===== config.mk =====
export PLATFORM = sky130hd
export DESIGN_NAME = downsamp_acc
export DESIGN_NICKNAME = d
export VERILOG_FILES = /design/src/rtl/downsamp_pkg.sv /design/src/rtl/downsamp_ch.sv /design/src/rtl/downsamp_acc.sv
export SDC_FILE = /design/constraint.sdc
export NUM_CORES = 1
export LEC_CHECK = 0
export BUFFER_PORTS_ARGS = -buffer_cell sky130_fd_sc_hd__buf_2
export CAP_MARGIN = 20
export CORE_MARGIN = 4
export CORE_UTILIZATION = 50
export DETAILED_ROUTE_END_ITERATION = 16
export GPL_ROUTABILITY_DRIVEN = 0
export HOLD_SLACK_MARGIN = 0.05
export PLACE_DENSITY = 0.82
export SLEW_MARGIN = 30
export SYNTH_ARGS = -nofsm -noshare
export SYNTH_HDL_FRONTEND = slang
export SYNTH_SLANG_ARGS = --single-unit
export TNS_END_PERCENT = 100

===== constraint.sdc =====
create_clock -name clk -period 3.8 [get_ports clk]
set_clock_uncertainty 0.2 [all_clocks]
set_input_delay 0.76 -clock clk [delete_from_list [all_inputs] [get_ports clk]]
set_output_delay 0.76 -clock clk [all_outputs]
set_load 0.01 [all_outputs]

===== src/rtl/downsamp_pkg.sv =====
// Shared types and helpers for the decimating accumulator.
package downsamp_pkg;

    // Output word selection.
    typedef enum logic [1:0] {
        MODE_SUM  = 2'd0,
        MODE_AVG  = 2'd1,
        MODE_PICK = 2'd2
    } mode_e;

    // Working width of the sample conversion helper; callers cast the result down.
    localparam int CONV_W = 64;

    // Output width: enough headroom for 2^max_log2 full-scale samples.
    function automatic int out_width(input int data_w, input int max_log2);
        return data_w + max_log2;
    endfunction

    // Offset binary: invert the MSB and zero-extend. Otherwise sign-extend.
    function automatic logic [CONV_W-1:0] conv_sample(input logic [CONV_W-1:0] x,
                                                      input int data_w,
                                                      input logic offset_bin);
        logic [CONV_W-1:0] r;
        logic              msb;
        r   = '0;
        msb = 1'b0;
        for (int i = 0; i < CONV_W; i++) begin
            if (i == data_w - 1) msb = x[i];
        end
        for (int i = 0; i < CONV_W; i++) begin
            if (i < data_w - 1)       r[i] = x[i];
            else if (i == data_w - 1) r[i] = offset_bin ? ~msb : msb;
            else                      r[i] = offset_bin ? 1'b0 : msb;
        end
        return r;
    endfunction

endpackage


===== src/rtl/downsamp_ch.sv =====
// One channel: running accumulator, first-sample store and result formatter.
// The result is combinational and valid on the frame's completing sample.
module downsamp_ch
    import downsamp_pkg::*;
#(
    parameter  int DATA_WIDTH     = 14,
    parameter  int MAX_LOG2_RATIO = 4,
    parameter  int RW             = 3,
    localparam int OW             = out_width(DATA_WIDTH, MAX_LOG2_RATIO)
) (
    input  logic                  clk,
    input  logic                  rst,
    input  logic                  i_valid,
    input  logic                  i_first,
    input  logic [DATA_WIDTH-1:0] i_sample,
    input  logic                  i_offset_bin,
    input  logic [1:0]            i_mode,
    input  logic [RW-1:0]         i_log2_ratio,
    output logic [OW-1:0]         o_result
);

    // Divide by 2^r: logical for offset binary, arithmetic for two's complement.
    function automatic logic signed [OW-1:0] avg_shift(input logic signed [OW-1:0] v,
                                                       input logic [RW-1:0]        r,
                                                       input logic                 uns);
        if (uns) return v >> r;
        else     return v >>> r;
    endfunction

    logic signed [OW-1:0] w_x;
    logic signed [OW-1:0] w_sum;
    logic signed [OW-1:0] w_pick;
    logic signed [OW-1:0] r_acc_p0;
    logic signed [OW-1:0] r_pick_p0;

    // Stage p0: converted sample folded into the running frame sum.
    assign w_x    = OW'(conv_sample(CONV_W'(i_sample), DATA_WIDTH, i_offset_bin));
    assign w_sum  = i_first ? w_x : r_acc_p0 + w_x;
    assign w_pick = i_first ? w_x : r_pick_p0;

    // Accumulate every valid sample; remember the first one of each frame.
    always_ff @(posedge clk) begin
        if (rst) begin
            r_acc_p0  <= '0;
            r_pick_p0 <= '0;
        end else if (i_valid) begin
            r_acc_p0 <= w_sum;
            if (i_first) r_pick_p0 <= w_x;
        end
    end

    // Format the frame result; the reserved mode falls through to sum.
    always_comb begin
        o_result = w_sum;
        if (i_mode == MODE_AVG)       o_result = avg_shift(w_sum, i_log2_ratio, i_offset_bin);
        else if (i_mode == MODE_PICK) o_result = w_pick;
    end

endmodule


===== src/rtl/downsamp_acc.sv =====
// Multi-channel decimating accumulator with valid/ready output and drop counter.
module downsamp_acc
    import downsamp_pkg::*;
#(
    parameter  int DATA_WIDTH     = 14,
    parameter  int MAX_LOG2_RATIO = 4,
    parameter  int NUM_CH         = 2,
    parameter  int CNT_WIDTH      = 16,
    localparam int OW             = out_width(DATA_WIDTH, MAX_LOG2_RATIO),
    localparam int RW             = $clog2(MAX_LOG2_RATIO + 1),
    localparam int CW             = MAX_LOG2_RATIO
) (
    input  logic                         clk,
    input  logic                         rst,
    input  logic                         in_valid,
    input  logic [NUM_CH*DATA_WIDTH-1:0] in_data,
    input  logic [RW-1:0]                cfg_log2_ratio,
    input  logic [1:0]                   cfg_mode,
    input  logic                         cfg_offset_bin,
    output logic                         out_valid,
    input  logic                         out_ready,
    output logic [NUM_CH*OW-1:0]         out_data,
    output logic [CNT_WIDTH-1:0]         overflow_cnt,
    output logic                         frame_active
);

    // Saturating increment for the drop counter.
    function automatic logic [CNT_WIDTH-1:0] sat_inc(input logic [CNT_WIDTH-1:0] v);
        return (&v) ? v : v + {{(CNT_WIDTH-1){1'b0}}, 1'b1};
    endfunction

    logic [CW-1:0]        r_cnt;
    logic [RW-1:0]        r_cfg_r;
    logic [1:0]           r_cfg_mode;
    logic                 r_cfg_ob;
    logic                 r_active;
    logic                 r_vld_p1;
    logic [NUM_CH*OW-1:0] r_out_data_p1;
    logic [CNT_WIDTH-1:0] r_ovf_cnt;

    logic                 w_first;
    logic [RW-1:0]        w_r_clamped;
    logic [RW-1:0]        w_r;
    logic [1:0]           w_mode;
    logic                 w_ob;
    logic [CW-1:0]        w_last_idx;
    logic                 w_last;
    logic [NUM_CH*OW-1:0] w_res;

    // The first sample of a frame uses the live config; the rest use the latched copy.
    assign w_first     = (r_cnt == '0);
    assign w_r_clamped = (cfg_log2_ratio > RW'(MAX_LOG2_RATIO)) ? RW'(MAX_LOG2_RATIO) : cfg_log2_ratio;
    assign w_r         = w_first ? w_r_clamped    : r_cfg_r;
    assign w_mode      = w_first ? cfg_mode       : r_cfg_mode;
    assign w_ob        = w_first ? cfg_offset_bin : r_cfg_ob;
    assign w_last_idx  = ~({CW{1'b1}} << w_r);
    assign w_last      = in_valid && (r_cnt == w_last_idx);

    // Stage p0: per-channel accumulation.
    for (genvar g = 0; g < NUM_CH; g++) begin : g_ch
        downsamp_ch #(
            .DATA_WIDTH    (DATA_WIDTH),
            .MAX_LOG2_RATIO(MAX_LOG2_RATIO),
            .RW            (RW)
        ) u_ch (
            .clk         (clk),
            .rst         (rst),
            .i_valid     (in_valid),
            .i_first     (w_first),
            .i_sample    (in_data[g*DATA_WIDTH +: DATA_WIDTH]),
            .i_offset_bin(w_ob),
            .i_mode      (w_mode),
            .i_log2_ratio(w_r),
            .o_result    (w_res[g*OW +: OW])
        );
    end

    // Sample counter wraps on the completing sample of each frame.
    always_ff @(posedge clk) begin
        if (rst)           r_cnt <= '0;
        else if (in_valid) r_cnt <= w_last ? '0 : r_cnt + CW'(1);
    end

    // Latch the configuration on the sample that opens a frame.
    always_ff @(posedge clk) begin
        if (rst) begin
            r_cfg_r    <= '0;
            r_cfg_mode <= '0;
            r_cfg_ob   <= 1'b0;
        end else if (in_valid && w_first) begin
            r_cfg_r    <= w_r_clamped;
            r_cfg_mode <= cfg_mode;
            r_cfg_ob   <= cfg_offset_bin;
        end
    end

    // Frame is in progress between its first and completing samples.
    always_ff @(posedge clk) begin
        if (rst)           r_active <= 1'b0;
        else if (in_valid) r_active <= !w_last;
    end

    // Stage p1: result register with handshake; completions that find it full are dropped.
    always_ff @(posedge clk) begin
        if (rst) begin
            r_vld_p1      <= 1'b0;
            r_out_data_p1 <= '0;
            r_ovf_cnt     <= '0;
        end else if (w_last) begin
            if (!r_vld_p1 || out_ready) begin
                r_vld_p1      <= 1'b1;
                r_out_data_p1 <= w_res;
            end else begin
                r_ovf_cnt <= sat_inc(r_ovf_cnt);
            end
        end else if (r_vld_p1 && out_ready) begin
            r_vld_p1 <= 1'b0;
        end
    end

    assign out_valid    = r_vld_p1;
    assign out_data     = r_out_data_p1;
    assign overflow_cnt = r_ovf_cnt;
    assign frame_active = r_active;

endmodule


==> impl_results.md <==
- Antenna Cells: 0
- CP max FO: 7
- Worst hold slack: 0.255 ns
- Clock Sinks: 136
- Wire length per cell: 21.3 um
- Total of max-cap violations: 0
- # fillers: 1514
- Dpl hpwl: 24500 um
- Synthesized area: 9870 um2
- Mean Syn Cell Area: 7.26 um2
- Status: finished, violations left
- Synth Flop Type: dfxtp_1
- H-tree lvl count: 4
- Row count: 51
- Tcrit/Tclk final: 103%
- Via-to-Cell Ratio: 6.63
- IO buf count: 91
- Synth top cells by count: 229 x nand2_1, 151 x nor2_1, 140 x a21oi_1, 136 x dfxtp_1, 73 x clkbuf_1
- Global-route wire length before repair: 56100 um
- Total wire length: 38700 um
- Final setup viols: 12
- Number of global-route vias before repair: 11000
- DIE WIDTH: 148 um
- Seq cells post-synth: 136
- CP max stage delay: 0.37 ns
- PnR worst setup slack: -0.104 ns
- Vias: 12000
- P&R area growth vs syn: 29.1%
- Hold crit path type: register to register
- Design area: 12700 um2
- YS warnings: 0
- Cts hold-fix bufs: 0
- Placed instance area: 11300 um2
- Leak: 5.34 nW
- Root Driver: clkbuf_16
- Post-route minimum period: 3.90 ns
- Core Area: 19500 um2
- Slew headroom: 38.6%
- Failing checks: negative setup slack
- Fmax: 256 MHz
- Pwr per Cell Area: 485 nW/um2
- Worst Setup Start Kind: register
- Skew-Pair Late Insertion Delay: 0.44 ns
- Mapped Cells: 1360
- Most used cell, CP: ha_4
- GRT Resource Usage Total: 31.5%
- Post-route insts no fill: 1814
- CP Data Arrival Time: 4.02 ns
- Die Span Y: 148 um
- Initial Utilization: 50.7%
- Maximum VDD drop: 0.403 mV
- Remaining DRCs: 0
- Worst path required time: 3.92 ns
- Grt total ovfl: 0
- Post-synthesis async set-or-reset flop share: 0%
- Pin count of the biggest net entering global routing: 89
- IO Count: 92
- Die area: 22000 um2
- Net Count, Synth: 1437
- TritonCTS Buffers: 17
- Place WS: -0.230 ns
- CTS tree: yes
- Synth top area cells: dfxtp_1 28%, nand2_1 8.7%, a21oi_1 7.1%
- Post-synth top area share: 27.6%
- CTS clk-pin slew, worst paths: 0.07 ns
- Nets@finish: 1613
- DP Cell Count: 1747
- Cell variety after synth: 78
- Final hold viol count: 0
- Critical Path End Type: register
- Setup CP Type: register to register
- Share of post-route cells with drive strength above 1: 26.1%
- EDFF count, synth: 0
- Critical Path Slowest Stage Cell: a21oi_4
- Count leader, synth: nand2_1
- DR iter-0 viols: 1597
- Measured slew at the worst slew-check pin: 0.921 ns
- Post-synth top area cell: dfxtp_1
- Buffer levels on the longest clock path: 2
- ANT nets after route: 0
- Unrepaired setup endpoints after global routing: true
- Crit path cell chain: inv_2, ha_4, nor3b_4, mux2i_4, buf_6, nand2_4, inv_4, ha_4, a21o_1, a21oi_2, nand2b_1, a211o_1, o211ai_1, xor2_1, a21oi_4, o32ai_4, a22oi_2, a311oi_2
- DR pass1 iterations: 9
- Final slew viol count: 0
- Sequential area share after synthesis: 27.6%
- Antenna violations before repair: 1
==> flip-flops by register name, summed over array words and instances (netlist names) <==
signal	flops
frame_active	1
g_ch.u_ch.r_acc_p0	36
g_ch.u_ch.r_pick_p0	36
out_data	36
out_valid	1
overflow_cnt	16
r_cfg_mode	2
r_cfg_ob	1
r_cfg_r	3
r_cnt	4
==> layout make-up <==
cell class,count,area [um2],area share (%)
Tap cell,265,332,2.60
Sequential cell,136,2730,21.4
Multi-Input combinational cell,1105,7210,56.6
Timing Repair Buffer,256,1750,13.7
Clock buffer,18,429,3.37
Clock inverter,14,221,1.74
Inverter,20,77.6,0.609
==> report_power, final <==
group	switching, W	internal [W]
logic	0.00160	0.00105
registers	0.0000952	0.00155
clock network	0.000721	0.00117
total	0.00242	0.00377
==> cells in the final DEF, fill, tap and decap left out, types with 7 or more instances in the layout <==
cell type    n
nor2b_1     12
nor2_2      10
nor3_1      32
and2_1      12
nand2b_1    13
nand3_1     31
a211oi_1    47
xor2_1      18
ha_1        29
o22ai_1     11
a311oi_1     9
xnor2_1     15
buf_4      158
a31oi_1     18
dfxtp_1    134
o21a_1       7
clkbuf_16   17
mux2_2       7
mux2i_1     35
nand4_1     11
a21o_1      19
o21ai_1     11
nor2_1     142
a21oi_1    131
o21ai_0     53
ha_4         8
a21oi_2      9
nand2_1    227
inv_1       17
buf_2       90
o211ai_1    31
==> logic make-up after synthesis <==
logic type | after synthesis | share of synthesized area [%]
and+or+nand+nor | 533 | 23.7
AOI/OAI and AO/OA | 443 | 29.7
DFF | 136 | 27.6
buffers and inverters | 120 | 4.92
muxes | 50 | 5.47
xor gates and xnor gates | 39 | 3.54
adders and majority gates | 39 | 5.10
==> critical path, delay by kind of cell, from the launching register on <==
family / cells / cell delay, ns
buffers and inverters: 3 / 0.28
adder cells (fa/ha/maj): 2 / 0.32
multiplexers: 1 / 0.36
flip-flops: 1 / 0.33
AO/OA/AOI/OAI: 8 / 1.69
XOR/XNOR: 1 / 0.20
AND/OR/NAND/NOR: 3 / 0.40
==> per-layer routing <==
| metal | wire (um) | part of all wire (%) | up-vias | GRT usage (%) |
|---|---|---|---|---|
| met5 | 17 | 0.044 | - | 0 |
| met2 | 17200 | 45 | 959 | 51.4 |
| li1 | - | - | 5280 | - |
| met1 | 13900 | 36 | 5484 | 38.8 |
| met4 | 3010 | 7.8 | 2 | 16.9 |
| met3 | 4580 | 12 | 297 | 7.01 |
==> through the flow <==
| step | power [W] | TNS, ns | utilization, % |
|---|---|---|---|
| 2_1_floorplan | 0.00308 | 0 | - |
| 6_report | 0.00618 | -0.650 | 65.5 |
| 3_5_place_dp | 0.00386 | -0.894 | 57.9 |
| 5_1_grt | 0.00641 | -2.21 | 65.5 |
| 3_3_place_gp | 0.00382 | -0.306 | 57.9 |
| 4_1_cts | 0.00581 | -0.0211 | 62.5 |
==> path summary, 6_finish.rpt <==
| check | startpoint | endpoint | slack [ns] | cells past startpoint |
|---|---|---|---|---|
| max | r_cnt[0] | out_data[29] | -0.10 | 18 |
| min reg2reg | out_data[1] | out_data[1] | 0.25 | 2 |
| min | out_data[1] | out_data[1] | 0.25 | 2 |
| max reg2reg | r_cnt[0] | out_data[29] | -0.10 | 18 |
==> timing repair <==
item	in CTS	in global routing
cloned	0	1
resized for setup	24	86
pin swaps	22	49
endpoints found under the setup margin	19	32
setup buffers	19	14
Note: power is estimated with default switching activity, not from simulation.
